==> src/rtl/booth_radix4_multiplier.sv <==
// Sequential radix-4 Booth multiplier with signed/unsigned mode select.
// Retires two multiplier bits per RUN cycle behind a start/ready handshake.
module booth_radix4_multiplier #(
  parameter int unsigned WIDTH = 8
) (
  input  logic                 clock,
  input  logic                 reset,
  input  logic                 start,
  input  logic                 sign_mode,
  input  logic [WIDTH-1:0]     A,
  input  logic [WIDTH-1:0]     B,
  output logic [2*WIDTH-1:0]   P,
  output logic                 ready,
  output logic                 busy
);

  localparam int unsigned W2 = WIDTH + 2;
  localparam int unsigned AW = W2 + 2;
  localparam int unsigned N  = W2 / 2;
  localparam int unsigned CW = $clog2(N + 1);

  typedef enum logic [1:0] {
    IDLE = 2'd0,
    RUN  = 2'd1,
    DONE = 2'd2
  } state_t;

  state_t              state, state_next;
  logic [AW-1:0]       acc, acc_next;
  logic [W2-1:0]       q, q_next;
  logic                qm1, qm1_next;
  logic [AW-1:0]       m, m_next;
  logic [CW-1:0]       count, count_next;
  logic [2*WIDTH-1:0]  p_next;
  logic                ready_next;
  logic                busy_next;
  logic [AW-1:0]       addend;
  logic [AW-1:0]       sum;

  // State and datapath registers; reset wins over every other input.
  always_ff @(posedge clock) begin
    if (reset) begin
      state <= IDLE;
      acc   <= '0;
      q     <= '0;
      qm1   <= 1'b0;
      m     <= '0;
      count <= '0;
      P     <= '0;
      ready <= 1'b0;
      busy  <= 1'b0;
    end else begin
      state <= state_next;
      acc   <= acc_next;
      q     <= q_next;
      qm1   <= qm1_next;
      m     <= m_next;
      count <= count_next;
      P     <= p_next;
      ready <= ready_next;
      busy  <= busy_next;
    end
  end

  // Booth digit select from {Q[1:0], Qm1}; arithmetic is modulo 2^AW.
  always_comb begin
    addend = '0;
    unique case ({q[1:0], qm1})
      3'b001, 3'b010: addend = m;
      3'b011:         addend = {m[AW-2:0], 1'b0};
      3'b100:         addend = -{m[AW-2:0], 1'b0};
      3'b101, 3'b110: addend = -m;
      default:        addend = '0;
    endcase
    sum = acc + addend;
  end

  // Next-state and output decode.
  always_comb begin
    state_next = state;
    acc_next   = acc;
    q_next     = q;
    qm1_next   = qm1;
    m_next     = m;
    count_next = count;
    p_next     = P;
    ready_next = 1'b0;

    unique case (state)
      IDLE: begin
        if (start) begin
          acc_next   = '0;
          qm1_next   = 1'b0;
          count_next = CW'(N);
          if (sign_mode) begin
            q_next = {{2{B[WIDTH-1]}}, B};
            m_next = {{(AW-WIDTH){A[WIDTH-1]}}, A};
          end else begin
            q_next = W2'(B);
            m_next = AW'(A);
          end
          state_next = RUN;
        end
      end
      RUN: begin
        // Shift the whole {ACC,Q,Qm1} right by two, replicating the new ACC sign.
        acc_next   = {{2{sum[AW-1]}}, sum[AW-1:2]};
        q_next     = {sum[1:0], q[W2-1:2]};
        qm1_next   = q[1];
        count_next = count - CW'(1);
        if (count == CW'(1)) begin
          state_next = DONE;
        end
      end
      DONE: begin
        p_next     = (2*WIDTH)'({acc, q});
        ready_next = 1'b1;
        state_next = IDLE;
      end
      default: begin
        state_next = IDLE;
      end
    endcase

    busy_next = (state_next != IDLE);
  end

endmodule
==> config.mk <==
export PLATFORM = sky130hd
export DESIGN_NAME = booth_radix4_multiplier
export DESIGN_NICKNAME = d
export VERILOG_FILES = /design/src/rtl/booth_radix4_multiplier.sv
export SDC_FILE = /design/constraint.sdc
export NUM_CORES = 1
export LEC_CHECK = 0
export ABC_AREA = 1
export BUFFER_PORTS_ARGS = -buffer_cell sky130_fd_sc_hd__buf_2
export CAP_MARGIN = 10
export CORE_MARGIN = 3
export CORE_UTILIZATION = 60
export DETAILED_ROUTE_END_ITERATION = 8
export PLACE_DENSITY = 0.82
export SLEW_MARGIN = 5
export SYNTH_ARGS = -nofsm -noshare
export SYNTH_HDL_FRONTEND = slang
export SYNTH_SLANG_ARGS = --single-unit
==> constraint.sdc <==
create_clock -name clock -period 4.8 [get_ports clock]
set_input_delay 0.96 -clock clock [delete_from_list [all_inputs] [get_ports clock]]
set_output_delay 0.96 -clock clock [all_outputs]
set_load 0.005 [all_outputs]
==> out/qor.yml <==
wire_length_of_the_first_global_routing_pass_um: 11300
floorplan.initialDensity_pct: 64.5
critical_path.n_buffers_inverters: 2
synthTopCellsByArea: "dfxtp_1 37%, nand2_1 11%, o21ai_0 7.4%, a21oi_1 7.1%, ha_1 6.0%"
cts_htree_levels: 2
synth_fa_ha_area_share_pct: 6.72
netlist_area_um2: 2910
synth_top_area_share_pct: 36.5
syn-mean-instance-area_um2: 7.11
tns_ps: 0
cp_num_cells: 15
ios: 38
timing_worst_slew_pin_value_ps: 911
fraction_of_layout_cells_with_a_size_suffix_above_1_pct: 14.0
hpwlAfterDp_um: 5110
power_leakage_nw: 1.52
number_of_enable_type_register_cells_in_the_synthesized_netlist: 0
synth.yosys.seq_area_share_pct: 36.5
setup_repair_after_global_routing_missed_its_margin: "no"
layout.filler_cells: 402
cts.sink_count: 53
synthDistinctLibCells: 40
endpoint_kind: "flip-flop"
final.period_utilization_pct: 59.8
synth_simple_gate_area_share_pct: 25.4
synthArstFlopShare_pct: 0
final_core_utilization_pct: 71.4
synth_seq_cells: 53
num_rows: 24
io_buffers: 37
final-hold-violation-count: 0
cell_chain_critical_path: "inv_1 -> ha_1 -> nand2_1 -> nor2_2 -> xor2_1 -> inv_1 -> a221o_1 -> ha_1 -> nand2_1 -> nor3_1 -> a21oi_1 -> o21ai_0 -> nand2_1 -> nand3_1 -> a21oi_1"
achievable_clock_frequency_ghz: 0.349
grtUsageTotal_pct: 25.7
status: "finished, final reports clean"
cts_setup_buffers: 0
wl_um: 6940
clk-insertion-delay-late_ps: 300
worst_slew_margin_rel_pct: 39.2
period_needed_ps: 2870
postSynthCellCount: 409
synth-main-ff-cell: "dfxtp_1"
floorplan.core_area_um2: 4500
flow.area_growth_from_synthesis_pct: 10.7
max_cap_violations: 0
finalWeightedCongestion: 0.843
dieArea_um2: 5720
grt_pass1_vias: 2484
final.setup_skew_ps: 6.24
synth-warning-count: 0
grt_start_max_net_pins: 32
clkSlewWorstSetupHoldPaths_ps: 100
power.total_mw: 1.02
ir_worst_vdd_v: 0.000223
vias_per_cell: 5.66
cp_top_family: "compound AO/OA/AOI/OAI gates"
sort_of_element_at_the_start_of_the_critical_path: "flip-flop"
power_density_nw_per_um2: 317
timing.final.setup_violations: 0
post_cts.resized_instances: 0
cp.arrival_ps: 3050
synth_compound_gate_area_share_pct: 21.2
slowest_delay_ps: 360
ctsRootBufferMaster: "clkbuf_8"
quantity_of_hold_fixing_buffers_added_after_cts: 0
wl_per_cell_um: 14.0
yosys.area_share.xor_xnor_pct: 2.11
hold_depth: 2
grt_antenna_before_repair: 0
routed-via-count: 2795
hold_path.class: "reg2reg"
critPathMostFrequentCell: "nand2_1"
drt_first_iter_violations: 233
number_of_antenna_repair_diodes: 0
critPathSlowestCell: "ha_1"
rr_worst_depth: 15
crit_required_ps: 4980
cts_inserted_buffers: 5
die_width_um: 75.6
synth_top_family_by_area: "simple AND/OR/NAND/NOR gates"
mux_contribution_to_synthesized_area_pct: 0
layout.nets: 476
final-max-slew-violation-count: 0
synthesis.nets: 444
clock_path_buffers: 2
grt_overflow_total: 0
critPathMaxFanout: 5
tritoncts: "built"
critical_path_class: "reg2reg"
drtPass1Iterations: 4
chip_height_um: 75.6
synth_top_area_cell: "dfxtp_1"
ant_nets: 0
drc: 0
-- layout make-up --
cell class	instances	area, um2	area share [%]
clock buffer	7	86.3	2.68
clock inverter	1	30.0	0.933
inverter	46	173	5.37
multi-input combinational	297	1610	50.0
sequential	53	1060	33.0
tap	52	65.1	2.02
timing repair buffer	38	193	5.99
-- layout by cell type, fill, tap and decap left out --
master	count
buf_2	37
o31ai_1	1
bufinv_16	1
buf_4	1
nor2_1	43
ha_1	14
o221ai_1	1
dfxtp_1	53
o211ai_1	2
nor3_1	3
a21o_1	1
a21boi_0	1
xor2_1	6
clkbuf_8	6
nand4_1	4
o21bai_1	1
a31oi_1	3
nor2_4	2
o21a_1	2
fa_1	1
inv_1	41
nand2_1	83
nor3_2	1
a21oi_1	41
nand3_1	21
clkbuf_1	1
nand2_2	1
a221oi_1	2
nand2_4	1
a22oi_1	4
nor2_8	1
o22ai_1	1
o32ai_1	2
inv_2	5
o2111ai_1	3
nor2_2	3
xnor2_1	1
a221o_1	1
o21ai_0	43
nand3_2	3
-- logic make-up after synthesis --
group / count (synthesis)
and+or+nand+nor: 166
AOI/OAI and AO/OA: 109
buffers and inverters: 59
DFF: 53
adders and majority gates: 15
xor gates and xnor gates: 7
-- worst min-delay path: cells and delay by family (launching register included) --
family	cells	cell delay, ps
simple gates	1	60
flops	1	320
compound gates	1	60
-- where the power goes --
part	switching, mW	leakage (nW)	internal [mW]
clock	0.146	0.0585	0.170
sequential	0.0225	0.432	0.468
combinational	0.140	1.03	0.0718
-- registers in the layout, indices dropped and copies added (netlist names) --
| register | cells |
|---|---|
| m | 9 |
| acc | 10 |
| busy | 1 |
| qm1 | 1 |
| count | 3 |
| state | 2 |
| ready | 1 |
| q | 10 |
| P | 16 |
-- metal layers --
layer,up-vias,part of all wire (%),global-route usage (%)
met1,1272,46,35.1
met4,0,1.6,8.16
met2,85,47,41.9
met3,12,5.5,3.96
li1,1426,-,-
met5,-,0,0
-- cells in the mapped netlist, types with 2 or more instances --
| master | number |
|---|---|
| a21oi_1 | 41 |
| nand4_1 | 4 |
| nor2_4 | 2 |
| xor2_1 | 6 |
| nor3_1 | 3 |
| buf_2 | 2 |
| o21a_1 | 2 |
| a221oi_1 | 2 |
| o21ai_0 | 43 |
| nand2_1 | 83 |
| o211ai_1 | 2 |
| nor2_2 | 3 |
| nor2_1 | 43 |
| dfxtp_1 | 53 |
| nand3_2 | 3 |
| o2111ai_1 | 3 |
| inv_2 | 5 |
| a31oi_1 | 3 |
| nand3_1 | 21 |
| clkbuf_1 | 8 |
| a22oi_1 | 4 |
| o32ai_1 | 2 |
| ha_1 | 14 |
| inv_1 | 41 |
-- stage by stage --
step / setup WS, ps / cells / hold WS [ps] / area, um2
2_1_floorplan: 2320 / 409 / 448 / 2910
3_3_place_gp: 2020 / 486 / 461 / 3100
3_5_place_dp: 1930 / 486 / 464 / 3100
4_1_cts: 1940 / 494 / 478 / 3220
5_1_grt: 1640 / 494 / 517 / 3220
6_report: 1930 / 494 / 479 / 3220
-- final timing paths --
path,startpoint,to,slack [ps]
max,m[1],acc[6],1930
min,acc[6],acc[6],480
max reg2reg,m[1],acc[6],1930
min reg2reg,acc[6],acc[6],480
No activity file was read; power rests on OpenSTA's default activity.
